**src/rtl/dsp48_pkg.sv**
```systemverilog
// Shared definitions for the DSP48 operand/result pipeline blocks.
// Width helpers and the fill state encoding used by the register chain.
package dsp48_pkg;

    typedef enum logic [1:0] {
        EMPTY  = 2'd0,
        FILL   = 2'd1,
        PRIMED = 2'd2
    } fill_state_e;

    function automatic int clog2(input int unsigned v);
        int r;
        r = 0;
        for (int i = 0; i < 32; i++)
            if ((64'd1 << i) < 64'(v)) r = i + 1;
        return r;
    endfunction

    // Latency select must encode 0..depth inclusive
    function automatic int lat_w(input int unsigned depth);
        return clog2(depth + 1);
    endfunction

endpackage

```
**src/rtl/pipe_stage.sv**
```systemverilog
// One data+valid register of the pipeline chain.
// Clear on rst or flush wins over a ce-qualified load.
module pipe_stage #(
    parameter int unsigned    N      = 18,
    parameter logic [N-1:0]   RSTVAL = '0
) (
    input  logic         clk,
    input  logic         rst,
    input  logic         flush,
    input  logic         ce,
    input  logic [N-1:0] d_in,
    input  logic         v_in,
    output logic [N-1:0] d_out,
    output logic         v_out
);

    always_ff @(posedge clk) begin
        if (rst || flush) begin
            d_out <= RSTVAL;
            v_out <= 1'b0;
        end else if (ce) begin
            d_out <= d_in;
            v_out <= v_in;
        end
    end

endmodule

```
**src/rtl/reg_pipe_chain.sv**
```systemverilog
// Runtime-selectable pipeline register chain with fill tracking.
// Tap 0 is a combinational bypass; taps 1..DEPTH are registered stages.
module reg_pipe_chain
    import dsp48_pkg::*;
#(
    parameter int unsigned  N           = 18,
    parameter int unsigned  DEPTH       = 4,
    parameter int unsigned  DEFAULT_LAT = 1,
    parameter logic [N-1:0] RSTVAL      = '0,
    localparam int unsigned LAT_W       = lat_w(DEPTH)
) (
    input  logic             clk,
    input  logic             rst,
    input  logic             ce,
    input  logic             flush,
    input  logic [LAT_W-1:0] lat_sel,
    input  logic [N-1:0]     in_data,
    input  logic             in_valid,
    output logic [N-1:0]     out_data,
    output logic             out_valid,
    output logic             primed,
    output logic [LAT_W-1:0] lat_q
);

    localparam logic [LAT_W-1:0] DEPTH_L = LAT_W'(DEPTH);
    localparam logic [LAT_W-1:0] DEF_LAT = LAT_W'(DEFAULT_LAT);

    // Index 0 carries the live input so the tap mux covers the bypass case
    logic [DEPTH:0][N-1:0] d_pipe;
    logic [DEPTH:0]        vld_pipe;

    assign d_pipe[0]   = in_data;
    assign vld_pipe[0] = in_valid;

    for (genvar k = 1; k <= DEPTH; k++) begin : g_stage
        pipe_stage #(
            .N      (N),
            .RSTVAL (RSTVAL)
        ) u_stage (
            .clk   (clk),
            .rst   (rst),
            .flush (flush),
            .ce    (ce),
            .d_in  (d_pipe[k-1]),
            .v_in  (vld_pipe[k-1]),
            .d_out (d_pipe[k]),
            .v_out (vld_pipe[k])
        );
    end

    logic [LAT_W-1:0] lat_clamp;
    logic             lat_chg;
    logic [LAT_W:0]   fill_inc;
    logic [LAT_W-1:0] fill_nxt;
    logic [LAT_W-1:0] fill_cnt;
    fill_state_e      state;

    assign lat_clamp = (lat_sel > DEPTH_L) ? DEPTH_L : lat_sel;
    assign lat_chg   = (lat_clamp != lat_q);
    // One extra bit so fill_cnt+1 cannot wrap when DEPTH = 2**LAT_W-1
    assign fill_inc  = {1'b0, fill_cnt} + 1'b1;
    assign fill_nxt  = (fill_inc > {1'b0, DEPTH_L}) ? DEPTH_L : fill_inc[LAT_W-1:0];

    always_ff @(posedge clk) begin
        if (rst) begin
            lat_q    <= DEF_LAT;
            fill_cnt <= '0;
            state    <= EMPTY;
        end else if (flush) begin
            if (lat_chg) lat_q <= lat_clamp;
            fill_cnt <= '0;
            state    <= EMPTY;
        end else if (lat_chg) begin
            lat_q    <= lat_clamp;
            fill_cnt <= '0;
            state    <= EMPTY;
        end else if (ce) begin
            fill_cnt <= fill_nxt;
            state    <= (lat_q == '0 || fill_nxt >= lat_q) ? PRIMED : FILL;
        end
    end

    assign primed    = (lat_q == '0) || (state == PRIMED);
    assign out_data  = d_pipe[lat_q];
    assign out_valid = vld_pipe[lat_q] & primed;

endmodule
```
**config.mk**
```make
export PLATFORM = sky130hd
export DESIGN_NAME = reg_pipe_chain
export DESIGN_NICKNAME = d
export VERILOG_FILES = /design/src/rtl/dsp48_pkg.sv /design/src/rtl/pipe_stage.sv /design/src/rtl/reg_pipe_chain.sv
export SDC_FILE = /design/constraint.sdc
export NUM_CORES = 1
export LEC_CHECK = 0
export CAP_MARGIN = 20
export CELL_PAD_IN_SITES_DETAIL_PLACEMENT = 2
export CELL_PAD_IN_SITES_GLOBAL_PLACEMENT = 2
export CORE_AREA = 2 2 111 113
export DETAILED_ROUTE_END_ITERATION = 8
export DIE_AREA = 0 0 113 115
export GPL_ROUTABILITY_DRIVEN = 0
export PLACE_DENSITY = 0.88
export SETUP_SLACK_MARGIN = 0.3
export SKIP_LAST_GASP = 1
export SLEW_MARGIN = 10
export SYNTH_ARGS = -nofsm -noshare
export SYNTH_HDL_FRONTEND = slang
export SYNTH_HIERARCHICAL = 1
export SYNTH_SLANG_ARGS = --single-unit
```
**constraint.sdc**
```tcl
create_clock -name clk -period 1.99 [get_ports clk]
set_input_delay 0.398 -clock clk [delete_from_list [all_inputs] [get_ports clk]]
set_output_delay 0.398 -clock clk [all_outputs]
set_load 0.02 [all_outputs]
```
==> results.toml <==
[route]
avgRoutedWirePerCell_um = 23.68
routed_via_density = 5.451
drt-total-wl_um = 14970
first_iter_violations = 83
drt_pass1_iterations = 6
antenna_left = 0
via_count = 3445
drc = 2

[clocking]
clockRootBuffer = "clkbuf_16"
htreeDepth = 3
ctsHoldBuffers = 0
cts_tree = "yes"
numCtsBuffers = 9
insertion_delay_ns = 0.36
cts.clk_slew.worst_paths_ns = 0.06
cts_buffer_depth = 2
clock-sinks = 84

[sta]
final-hold-violation-count = 0
rsz0062_at_grt = "yes"
min_period_ns = 2.197
final-max-slew-violation-count = 0
slew_headroom_pct = 59.04
setup_ws_ns = -0.2070
fin_setup_tns_ns = -2.857
tightest_slew_ns = 0.6145
setup-violations-final = 19
timing.final.crit_share_pct = 110.4
max_freq_mhz = 455.2
skew_ns = 0.009995

[synth]
synth-seq-cells = 84
synth_top_area_share_pct = 41.46
netlist_instances = 399
synth_area_leader_cell = "dfxtp_1"
ys_seq_area_share_pct = 41.46
ys.flop_type = "dfxtp_1"
synth_enable_flop_cells = 0
synthTopCellsByArea = "dfxtp_1 41%, mux2i_1 23%, nor2_1 7.3%"
netlist_area_mm2 = 0.004056
syn-mean-instance-area_um2 = 10.17
syn_nets = 430
yosysWarnings = 6
synthDistinctLibCells = 37
synthArstFlopShare_pct = 0

[cells_and_area]
n_antenna_cell = 0
final_common_cell = "mux2i_1"
final_cell_mix = "89 x mux2i_1, 79 x nor2_1, 78 x dfxtp_1, 41 x buf_4, 24 x clkdlybuf4s50_1"
area_growth_pct = 39.24
nNetsFinal = 511
drive_gt1_share_pct = 34.64
fin_cells = 632

[critical_path]
cp_max_fo = 7
rr_startpoint = "fill_cnt[1]"
crit_type = "flop to output pin"
cp_top_family = "flip-flops"
cp-startpoint = "lat_q[0]"
crit_chain = "buf_8 -> mux2_2 -> a22oi_2 -> o22ai_2 -> buf_2"
cp-start-kind = "flop"
path_buf_inv = 2
crit_required_ns = 1.59
r2r_slack_ns = 0.09
worstPathArrival_ns = 1.80
end_kind = "output pin"
cp_slowest_stage_delay_ns = 0.44
cp_slowest_cell = "dfxtp_4"

[die]
ios = 49
initial_core_util_pct = 34.34
dieHeight_um = 115
die_x_um = 113
placementRows = 40
die_area_mm2 = 0.01300
core_area_mm2 = 0.01181

[global_routing]
grt_antenna_before_repair = 0
grt_overflow = 0
grt_max_degree = 34
grt_pass1_vias = 3890
grt_pass1_wl_um = 22170
grt.total_usage_pct = 22.60

[placement]
port_buffers = 48
dp_cells = 597
hpwlAfterDp_um = 8200

[outcome]
status = "finished with violations"
violations = "design-rule violations, negative setup slack"

[pwr]
powerDensity_mw_per_mm2 = 704.4
ir_worst_vdd_v = 0.0003063
leakagePower_nw = 2.337
power_w = 0.003978

[run]
maxCapViolCount = 0

[hold_path]
min_from = "g_stage[2].u_stage/d_out[8]"
min_path_type = "flop to flop"
[power breakdown]
part           internal (W)  switching (W)
Clock              0.000872       0.000735
Combinational      0.000328       0.000320
Sequential          0.00170      0.0000250
Total               0.00290        0.00108
[metrics by stage]
stage	utilization [%]	area (µm²)	hold WS [ns]	setup WS, ns
3_5_place_dp	41.04	4847	0.4894	-0.5706
5_1_grt	47.82	5648	0.5596	-0.2469
6_report	47.82	5648	0.5278	-0.2070
2_1_floorplan	-	4145	0.4476	0.2076
4_1_cts	45.84	5414	0.4995	-0.2180
3_3_place_gp	41.04	4847	0.4693	-0.5481
[worst register-to-register path, cell delays in order, from the launching register on]
cell	delay, ns
dfxtp_4	0.37
ha_4	0.20
nor3b_4	0.16
a211oi_2	0.18
ha_2	0.31
o21ai_2	0.19
o2111ai_2	0.16
and3b_1	0.22
[synth_stat cells (2+ instances only)]
master     n
inv_1      6
mux2_2    18
o22ai_1   18
nor2b_1    2
ha_1       5
or2_1      4
dfxtp_1   84
a22oi_1   18
buf_6     14
nor3b_1    5
clkbuf_1   3
o21ai_0    2
a211o_1    2
nand2_1    8
mux2i_1   94
a21oi_1    5
nor2_1    79
buf_8      4
buf_4      3
buf_2      6
xnor2_1    3
[routing by layer]
| layer | part of all wire [%] | up-vias | routed length [µm] | global-route usage (%) |
|---|---|---|---|---|
| met5 | 0 | - | 0 | 0 |
| met4 | 1.5 | 0 | 230 | 8.374 |
| met3 | 3.0 | 18 | 453 | 4.586 |
| met2 | 53 | 68 | 8002 | 43.23 |
| met1 | 42 | 1783 | 6278 | 24.57 |
| li1 | - | 1576 | - | - |
[logic make-up after synthesis]
kind of cell / after synthesis / share of synthesized area, %
flip-flops: 84 / 41.46
XOR/XNOR: 3 / 0.6479
buffers and inverters: 36 / 7.495
AND/OR/NAND/NOR: 106 / 11.26
multiplexers: 113 / 28.75
adder cells (fa/ha/maj): 5 / 1.542
AO/OA/AOI/OAI: 52 / 8.853
[state kept, by name (all words and copies together) (netlist names)]
name / count
lat_q: 3
fill_cnt: 3
g_stage.u_stage/v_out: 4
g_stage.u_stage/d_out: 72
state: 2
[path summary, 6_finish.rpt]
check / to / cells past startpoint
worst max-delay path: out_data[17] / 5
worst min register to register: g_stage[2].u_stage/d_out[8] / 2
worst min-delay path: g_stage[2].u_stage/d_out[8] / 2
worst max register to register: state[1] / 7
[final cells by class]
| class | instances | area, µm² |
|---|---|---|
| Fill cell | 1216 | 6163 |
| Multi-Input combinational cell | 279 | 2460 |
| Sequential cell | 84 | 1699 |
| Timing Repair Buffer | 100 | 1012 |
| Clock buffer | 11 | 242.7 |
| Tap cell | 147 | 183.9 |
| Clock inverter | 5 | 27.53 |
| Inverter | 6 | 22.52 |
[repair_timing]
action | 4_1_cts | 5_1_grt
buffers inserted | 11 | 7
cloned | 1 | 0
pin swaps | 19 | 26
endpoints found under the setup margin | 25 | 23
resized for setup | 154 | 41
Note: power is estimated with default switching activity, not from simulation.
